## src/rtl/qpix_cfg_pkg.sv

```systemverilog
// Shared types and constants for the QPix configuration sequencer.
package qpix_cfg_pkg;

  // Transaction FSM states.
  typedef enum logic [2:0] {
    StIdle,
    StLoad,
    StShiftLo,
    StShiftHi,
    StGap,
    StLatch,
    StDone
  } cfg_state_e;

  // Silicon defaults (50 MHz system clock).
  localparam int unsigned DefDataW    = 32;
  localparam int unsigned DefClkDiv   = 25;
  localparam int unsigned DefLoadCyc  = 4;
  localparam int unsigned DefPulseCyc = 5000;

  // Short timings for simulation builds.
  localparam int unsigned SimClkDiv   = 2;
  localparam int unsigned SimLoadCyc  = 2;
  localparam int unsigned SimPulseCyc = 10;

  // Bits needed to hold the values 0..n-1 (at least one bit).
  function automatic int unsigned cnt_w(input int unsigned n);
    return (n > 1) ? $clog2(n) : 1;
  endfunction

endpackage

```

## src/rtl/qpix_cfg_shifter.sv

```systemverilog
// Shift engine: 32-bit MSB-first shift register, bit counter and
// serial-clock half-period divider.
module qpix_cfg_shifter
  import qpix_cfg_pkg::*;
#(
  parameter int unsigned DATA_W  = DefDataW,
  parameter int unsigned CLK_DIV = DefClkDiv
) (
  input  logic              clk,
  input  logic              rst_n,
  input  logic              start,    // snapshot word, clear counters
  input  logic [DATA_W-1:0] word,
  input  logic              div_en,   // run the half-period divider
  input  logic              advance,  // shift out one bit
  output logic              msb,
  output logic              half_tc,  // last cycle of a half period
  output logic              last_bit  // bit DATA_W-1 is on the line
);

  localparam int unsigned BitW = cnt_w(DATA_W);
  localparam int unsigned DivW = cnt_w(CLK_DIV);
  localparam logic [BitW-1:0] BitLast = BitW'(DATA_W - 1);
  localparam logic [DivW-1:0] DivLast = DivW'(CLK_DIV - 1);

  logic [DATA_W-1:0] shreg_q;
  logic [BitW-1:0]   bit_q;
  logic [DivW-1:0]   div_q;

  assign msb      = shreg_q[DATA_W-1];
  assign half_tc  = (div_q == DivLast);
  assign last_bit = (bit_q == BitLast);

  // Shift register: zero fill, so it is all-zero after a full word.
  always_ff @(posedge clk or negedge rst_n) begin
    if (!rst_n) begin
      shreg_q <= '0;
    end else if (start) begin
      shreg_q <= word;
    end else if (advance) begin
      shreg_q <= {shreg_q[DATA_W-2:0], 1'b0};
    end
  end

  // Bit counter saturates on the last bit instead of wrapping.
  always_ff @(posedge clk or negedge rst_n) begin
    if (!rst_n) begin
      bit_q <= '0;
    end else if (start) begin
      bit_q <= '0;
    end else if (advance && !last_bit) begin
      bit_q <= bit_q + 1'b1;
    end
  end

  // Half-period divider, terminal-compared and reloaded to zero.
  always_ff @(posedge clk or negedge rst_n) begin
    if (!rst_n) begin
      div_q <= '0;
    end else if (start) begin
      div_q <= '0;
    end else if (div_en) begin
      div_q <= half_tc ? '0 : div_q + 1'b1;
    end
  end

endmodule

```

## src/rtl/qpix_cfg_sequencer.sv

```systemverilog
// Sequences the two QPix serial configuration interfaces: request capture,
// round-robin arbitration and the load/shift/latch transaction FSM.
module qpix_cfg_sequencer
  import qpix_cfg_pkg::*;
#(
  parameter int unsigned DATA_W    = DefDataW,
  parameter int unsigned CLK_DIV   = DefClkDiv,
  parameter int unsigned LOAD_CYC  = DefLoadCyc,
  parameter int unsigned PULSE_CYC = DefPulseCyc
) (
  input  logic              clk,
  input  logic              rst_n,
  input  logic [1:0]        req,
  input  logic [1:0]        def_sel,
  input  logic [DATA_W-1:0] data0,
  input  logic [DATA_W-1:0] data1,
  output logic [1:0]        grant,
  output logic              busy,
  output logic [1:0]        done,
  output logic [1:0]        sclk,
  output logic [1:0]        sdo,
  output logic [1:0]        sel_def,
  output logic [1:0]        load_data
);

  // One counter serves both the LOAD hold and the loadData pulse.
  localparam int unsigned PhMax = (PULSE_CYC > LOAD_CYC) ? PULSE_CYC : LOAD_CYC;
  localparam int unsigned PhW   = cnt_w(PhMax + 1);
  localparam logic [PhW-1:0] LoadLast  = PhW'(LOAD_CYC - 1);
  localparam logic [PhW-1:0] PulseLast = PhW'(PULSE_CYC - 1);

  cfg_state_e      state_q;
  logic [1:0]      grant_q;
  logic            last_q;
  logic [PhW-1:0]  phase_q;
  logic            sclk_q;
  logic            sel_def_q;
  logic            ld_q;
  logic [1:0]      done_q;
  logic [1:0]      req_q;
  logic [1:0]      pending_q;

  logic            win_idx;
  logic [1:0]      grant_now;
  logic            start;
  logic            div_en;
  logic            advance;
  logic            shift_msb;
  logic            half_tc;
  logic            last_bit;

  // Round-robin pick; only acts from IDLE.
  always_comb begin
    win_idx = last_q;
    if (pending_q == 2'b11) begin
      win_idx = ~last_q;
    end else if (pending_q[0]) begin
      win_idx = 1'b0;
    end else if (pending_q[1]) begin
      win_idx = 1'b1;
    end
    grant_now = 2'b00;
    if (state_q == StIdle && pending_q != 2'b00) begin
      grant_now = win_idx ? 2'b10 : 2'b01;
    end
  end

  // Rising-edge request capture; a new edge beats the grant clear.
  always_ff @(posedge clk or negedge rst_n) begin
    if (!rst_n) begin
      req_q     <= '0;
      pending_q <= '0;
    end else begin
      req_q     <= req;
      pending_q <= (pending_q & ~grant_now) | (req & ~req_q);
    end
  end

  // Shift engine controls decoded from the current state.
  always_comb begin
    start   = (grant_now != 2'b00) && !def_sel[win_idx];
    div_en  = (state_q == StShiftLo) || (state_q == StShiftHi) || (state_q == StGap);
    advance = (state_q == StShiftHi) && half_tc;
  end

  qpix_cfg_shifter #(
    .DATA_W  (DATA_W),
    .CLK_DIV (CLK_DIV)
  ) u_shifter (
    .clk      (clk),
    .rst_n    (rst_n),
    .start    (start),
    .word     (win_idx ? data1 : data0),
    .div_en   (div_en),
    .advance  (advance),
    .msb      (shift_msb),
    .half_tc  (half_tc),
    .last_bit (last_bit)
  );

  // Transaction FSM with registered control outputs.
  always_ff @(posedge clk or negedge rst_n) begin
    if (!rst_n) begin
      state_q   <= StIdle;
      grant_q   <= '0;
      last_q    <= 1'b1;
      phase_q   <= '0;
      sclk_q    <= 1'b0;
      sel_def_q <= 1'b0;
      ld_q      <= 1'b0;
      done_q    <= '0;
    end else begin
      done_q <= '0;
      unique case (state_q)
        StIdle: begin
          if (grant_now != 2'b00) begin
            grant_q   <= grant_now;
            last_q    <= win_idx;
            phase_q   <= '0;
            sel_def_q <= def_sel[win_idx];
            if (def_sel[win_idx]) begin
              ld_q    <= 1'b1;
              state_q <= StLatch;
            end else begin
              state_q <= StLoad;
            end
          end
        end
        StLoad: begin
          if (phase_q == LoadLast) begin
            phase_q <= '0;
            state_q <= StShiftLo;
          end else begin
            phase_q <= phase_q + 1'b1;
          end
        end
        StShiftLo: begin
          if (half_tc) begin
            sclk_q  <= 1'b1;
            state_q <= StShiftHi;
          end
        end
        StShiftHi: begin
          if (half_tc) begin
            sclk_q  <= 1'b0;
            state_q <= last_bit ? StGap : StShiftLo;
          end
        end
        StGap: begin
          if (half_tc) begin
            ld_q    <= 1'b1;
            phase_q <= '0;
            state_q <= StLatch;
          end
        end
        StLatch: begin
          if (phase_q == PulseLast) begin
            ld_q    <= 1'b0;
            state_q <= StDone;
          end else begin
            phase_q <= phase_q + 1'b1;
          end
        end
        StDone: begin
          done_q    <= grant_q;
          grant_q   <= '0;
          sel_def_q <= 1'b0;
          state_q   <= StIdle;
        end
        default: state_q <= StIdle;
      endcase
    end
  end

  // Per-interface gating: the idle interface sees all zeros.
  always_comb begin
    grant     = grant_q;
    busy      = (grant_q != 2'b00);
    done      = done_q;
    sclk      = grant_q & {2{sclk_q}};
    sdo       = grant_q & {2{shift_msb}};
    sel_def   = grant_q & {2{sel_def_q}};
    load_data = grant_q & {2{ld_q}};
  end

endmodule
```

## config.mk

```make
export PLATFORM = sky130hd
export DESIGN_NAME = qpix_cfg_sequencer
export DESIGN_NICKNAME = d
export VERILOG_FILES = /design/src/rtl/qpix_cfg_pkg.sv /design/src/rtl/qpix_cfg_shifter.sv /design/src/rtl/qpix_cfg_sequencer.sv
export SDC_FILE = /design/constraint.sdc
export NUM_CORES = 1
export LEC_CHECK = 0
export ABC_AREA = 1
export BUFFER_PORTS_ARGS = -buffer_cell sky130_fd_sc_hd__buf_2
export CORE_ASPECT_RATIO = 1.4
export CORE_MARGIN = 5
export CORE_UTILIZATION = 35
export CTS_CLUSTER_DIAMETER = 30
export CTS_CLUSTER_SIZE = 8
export DETAILED_ROUTE_END_ITERATION = 8
export PLACE_DENSITY = 0.55
export SYNTH_ARGS = -nofsm -noshare
export SYNTH_HDL_FRONTEND = slang
export SYNTH_SLANG_ARGS = --single-unit
```

## constraint.sdc

```tcl
create_clock -name clk -period 1.68 [get_ports clk]
set_input_delay 0.084 -clock clk [delete_from_list [all_inputs] [get_ports clk]]
set_output_delay 0.084 -clock clk [all_outputs]
set_load 0.005 [all_outputs]
```

==> impl_metrics.json <==
{
  "synth_enable_flop_cells": 0,
  "cp_slowest_stage_delay_ns": 0.44,
  "later_pin_clock_latency_in_the_skew_report_ns": 0.33,
  "detail_route.wirelength_mm": 11.3,
  "startpoint_type": "flop",
  "postRouteAntennaNets": 0,
  "insertedDiodeCount": 0,
  "max_slew_margin_pct": 73.5,
  "result_of_the_run": "finished, final reports clean",
  "synth_ff_type": "sky130_fd_sc_hd__dfrtp_1",
  "grt_first_pass_wirelength_mm": 18.5,
  "met2_length_mm": 5.74,
  "global_route.usage.total_pct": 16.2,
  "simple_gate_fraction_of_synth_area_pct": 42.0,
  "routabilityCongestion": 0.896,
  "skew_ns": 0.00369,
  "die_width_um": 102,
  "drt-vias-per-instance": 4.77,
  "power.share.clock_pct": 48.0,
  "drive_above_1_share_pct": 23.2,
  "dp.final_hpwl_mm": 7.93,
  "clock_tree.htree_level_count": 3,
  "die_area_um2": 14100,
  "synthCells": 598,
  "post_drt_wl_per_cell_um": 13.1,
  "post_synth_mux_area_share_pct": 0,
  "clkSlewWorstSetupHoldPaths_ns": 0.06,
  "clock.fmax_ghz": 0.629,
  "power.static_leakage_nw": 2.80,
  "post_synthesis_xor_xnor_area_fraction_pct": 0.850,
  "postSynth.asyncResetShare_pct": 100,
  "via_count": 4103,
  "final-hold-violation-count": 0,
  "cts.path.max_buffers": 2,
  "post_synth_num_cell_types": 33,
  "die_height_um": 138,
  "drtIter0Drc": 102,
  "fin_setup_tns_ns": 0,
  "dpl_worst_slack_ns": 0.103,
  "sw_ratio_pct": 22.4,
  "placement.cell_area_um2": 4840,
  "tightestPinTransition_ns": 0.397,
  "largest_family_of_logic_cells_by_synthesized_area": "simple AND/OR/NAND/NOR gates",
  "power-per-cell-area_nw_per_um2": 666,
  "std_cell_rows": 47,
  "p_switching_uw": 800,
  "maxCapViolCount": 0,
  "timing.critical_path.cells": "nor2_4, nand2_2, inv_2, nand2_4, buf_4, a21oi_4, buf_12, buf_6, nand2_1, nand3_1",
  "compound_gate_fraction_of_synth_area_pct": 5.34,
  "met1_routed_wirelength_after_detailed_routing_mm": 4.79,
  "grt_max_degree": 71,
  "instances_no_fill": 861,
  "cp_data_arrival_time_ns": 1.86,
  "cts_root_buffer": "sky130_fd_sc_hd__clkbuf_16",
  "timing.final.setup_violations": 0,
  "mostFrequentLayoutCell": "sky130_fd_sc_hd__nand2_1",
  "top_layer": "met4",
  "met3WireLength_um": 467,
  "worst-path-max-fanout": 8,
  "layout_worst_path_cycle_share_pct": 94.6,
  "core_area_um2": 11700,
  "critPathRequiredTime_ns": 1.95,
  "timing_max_transition_violations_final": 0,
  "via_count_of_the_first_global_routing_pass": 4092,
  "layout.core_utilization_pct": 45.7,
  "place_inst": 831,
  "final_net_count": 784,
  "initial_utilization_pct": 35.2,
  "yosysWarnings": 0,
  "postSynthAreaPerCell_um2": 6.90,
  "synth-seq-cells": 70,
  "worst_r2r_path_depth": 10,
  "power.combinational.fraction_pct": 4.6,
  "boundaryPins": 83,
  "grt.overflow.total": 0,
  "layout_min_cycle_time_ns": 1.59,
  "worst-setup-path-type": "reg -> reg",
  "drtPass1Iterations": 4,
  "vdd_drop_max_mv": 0.344,
  "buffer_ports.inserted": 82,
  "power.share.sequential_pct": 47.4,
  "layout_common_cells": "sky130_fd_sc_hd__nand2_1, sky130_fd_sc_hd__nand3_1, sky130_fd_sc_hd__buf_2",
  "synth_cell_area_um2": 4120,
  "final_cell_area_um2": 5350,
  "synth_seq_area_share_pct": 42.5,
  "worst_setup_path_end_kind": "flop",
  "antenna_found_initial": 0,
  "synth_nets": 673,
  "synth-adder-area-share_pct": 1.52,
  "power_report.internal_total_mw": 2.77,
  "cts_num_sinks": 70,
  "cts_tree": "yes",
  "drc_violations_left": 0,
  "flow.area_growth_from_synthesis_pct": 29.8,
  "worst_hold_path_type": "in -> reg",
  "critical_path.slowest_cell": "sky130_fd_sc_hd__dfrtp_1",
  "timing.hold.worst_path_depth": 5,
  "cts-buffers-inserted": 9,
  "postLayoutSetupSlackWorst_ns": 0.0910
}
[final timing paths]
check,start,endpoint,slack (ns)
max,state_q[1],u_shifter.shreg_q[30],0.09
min,data1[14],u_shifter.shreg_q[14],0.06
max reg2reg,state_q[1],u_shifter.shreg_q[30],0.09
min reg2reg,req_q[0],pending_q[0],0.44
max in group asynchronous,rst_n,state_q[0],1.05
min in group asynchronous,rst_n,phase_q[5],0.30
[state kept, by name (all words and copies together) (netlist names), 2 cells and up]
register / flops
done: 2
state_q: 3
u_shifter.bit_q: 5
u_shifter.shreg_q: 32
req_q: 2
grant: 2
pending_q: 2
phase_q: 13
u_shifter.div_q: 5
[synthesized netlist by cell type (3+ instances only)]
cell type / number / area [µm²]
sky130_fd_sc_hd__nor3_1: 4 / 20.0
sky130_fd_sc_hd__buf_4: 3 / 22.5
sky130_fd_sc_hd__nand2_1: 257 / 965
sky130_fd_sc_hd__ha_1: 5 / 62.6
sky130_fd_sc_hd__o211ai_1: 4 / 30.0
sky130_fd_sc_hd__o21ai_0: 18 / 90.1
sky130_fd_sc_hd__xor2_1: 3 / 26.3
sky130_fd_sc_hd__a21oi_1: 3 / 15.0
sky130_fd_sc_hd__dfrtp_1: 69 / 1730
sky130_fd_sc_hd__nor2_2: 3 / 18.8
sky130_fd_sc_hd__buf_6: 4 / 45.0
sky130_fd_sc_hd__buf_2: 12 / 60.1
sky130_fd_sc_hd__inv_2: 5 / 18.8
sky130_fd_sc_hd__nand3_1: 88 / 440
sky130_fd_sc_hd__nand4_1: 8 / 50.1
sky130_fd_sc_hd__o22ai_1: 3 / 18.8
sky130_fd_sc_hd__nor2_1: 42 / 158
sky130_fd_sc_hd__o21ai_1: 5 / 25.0
sky130_fd_sc_hd__inv_1: 43 / 161
[kinds of logic after synthesis]
kind of cell | after synthesis
AND/OR/NAND/NOR | 411
buffers and inverters | 71
adder cells (fa/ha/maj) | 5
flip-flops | 70
XOR/XNOR | 4
AO/OA/AOI/OAI | 37
[power groups by stage]
stage	Sequential [mW]	Clock (mW)	Combinational, mW
global route	1.69	1.84	0.189
finish	1.69	1.71	0.163
floorplan	1.72	0	0.0337
global placement	1.72	0	0.157
CTS	1.69	1.77	0.166
detailed placement	1.72	0	0.159
[layout make-up]
| cell class | instances | area (µm²) |
|---|---|---|
| Fill cell | 1207 | 6350 |
| Multi-Input combinational cell | 457 | 2090 |
| Sequential cell | 70 | 1750 |
| Timing Repair Buffer | 122 | 871 |
| Clock buffer | 10 | 229 |
| Inverter | 49 | 188 |
| Tap cell | 147 | 184 |
| Clock inverter | 6 | 38.8 |
[repair_timing]
action,CTS,global route
resized for setup,0,20
buffers inserted,0,6
endpoints found under the hold margin,72,0
endpoints found under the setup margin,0,53
hold buffers,4,0
[per-layer routing]
layer  global-route usage (%)  vias up
met1                     19.2     1871
met2                     28.0       97
li1                         -     2116
met3                     3.23       19
met5                        0        -
met4                     6.86        0
[per-stage QoR]
| stage | total power, mW | hold WS, ns |
|---|---|---|
| 2_1_floorplan | 1.75 | -0.212 |
| 3_3_place_gp | 1.88 | 0.145 |
| 3_5_place_dp | 1.88 | 0.147 |
| 4_1_cts | 3.62 | 0.0512 |
| 5_1_grt | 3.72 | 0.0865 |
| 6_report | 3.57 | 0.0611 |
[critical path: cells and delay by family (launching register included)]
kind                   cells  cell delay [ns]
AO/OA/AOI/OAI              1             0.13
buffers and inverters      4             0.53
flip-flops                 1             0.44
AND/OR/NAND/NOR            5             0.42
(Power assumes the default switching activity.)
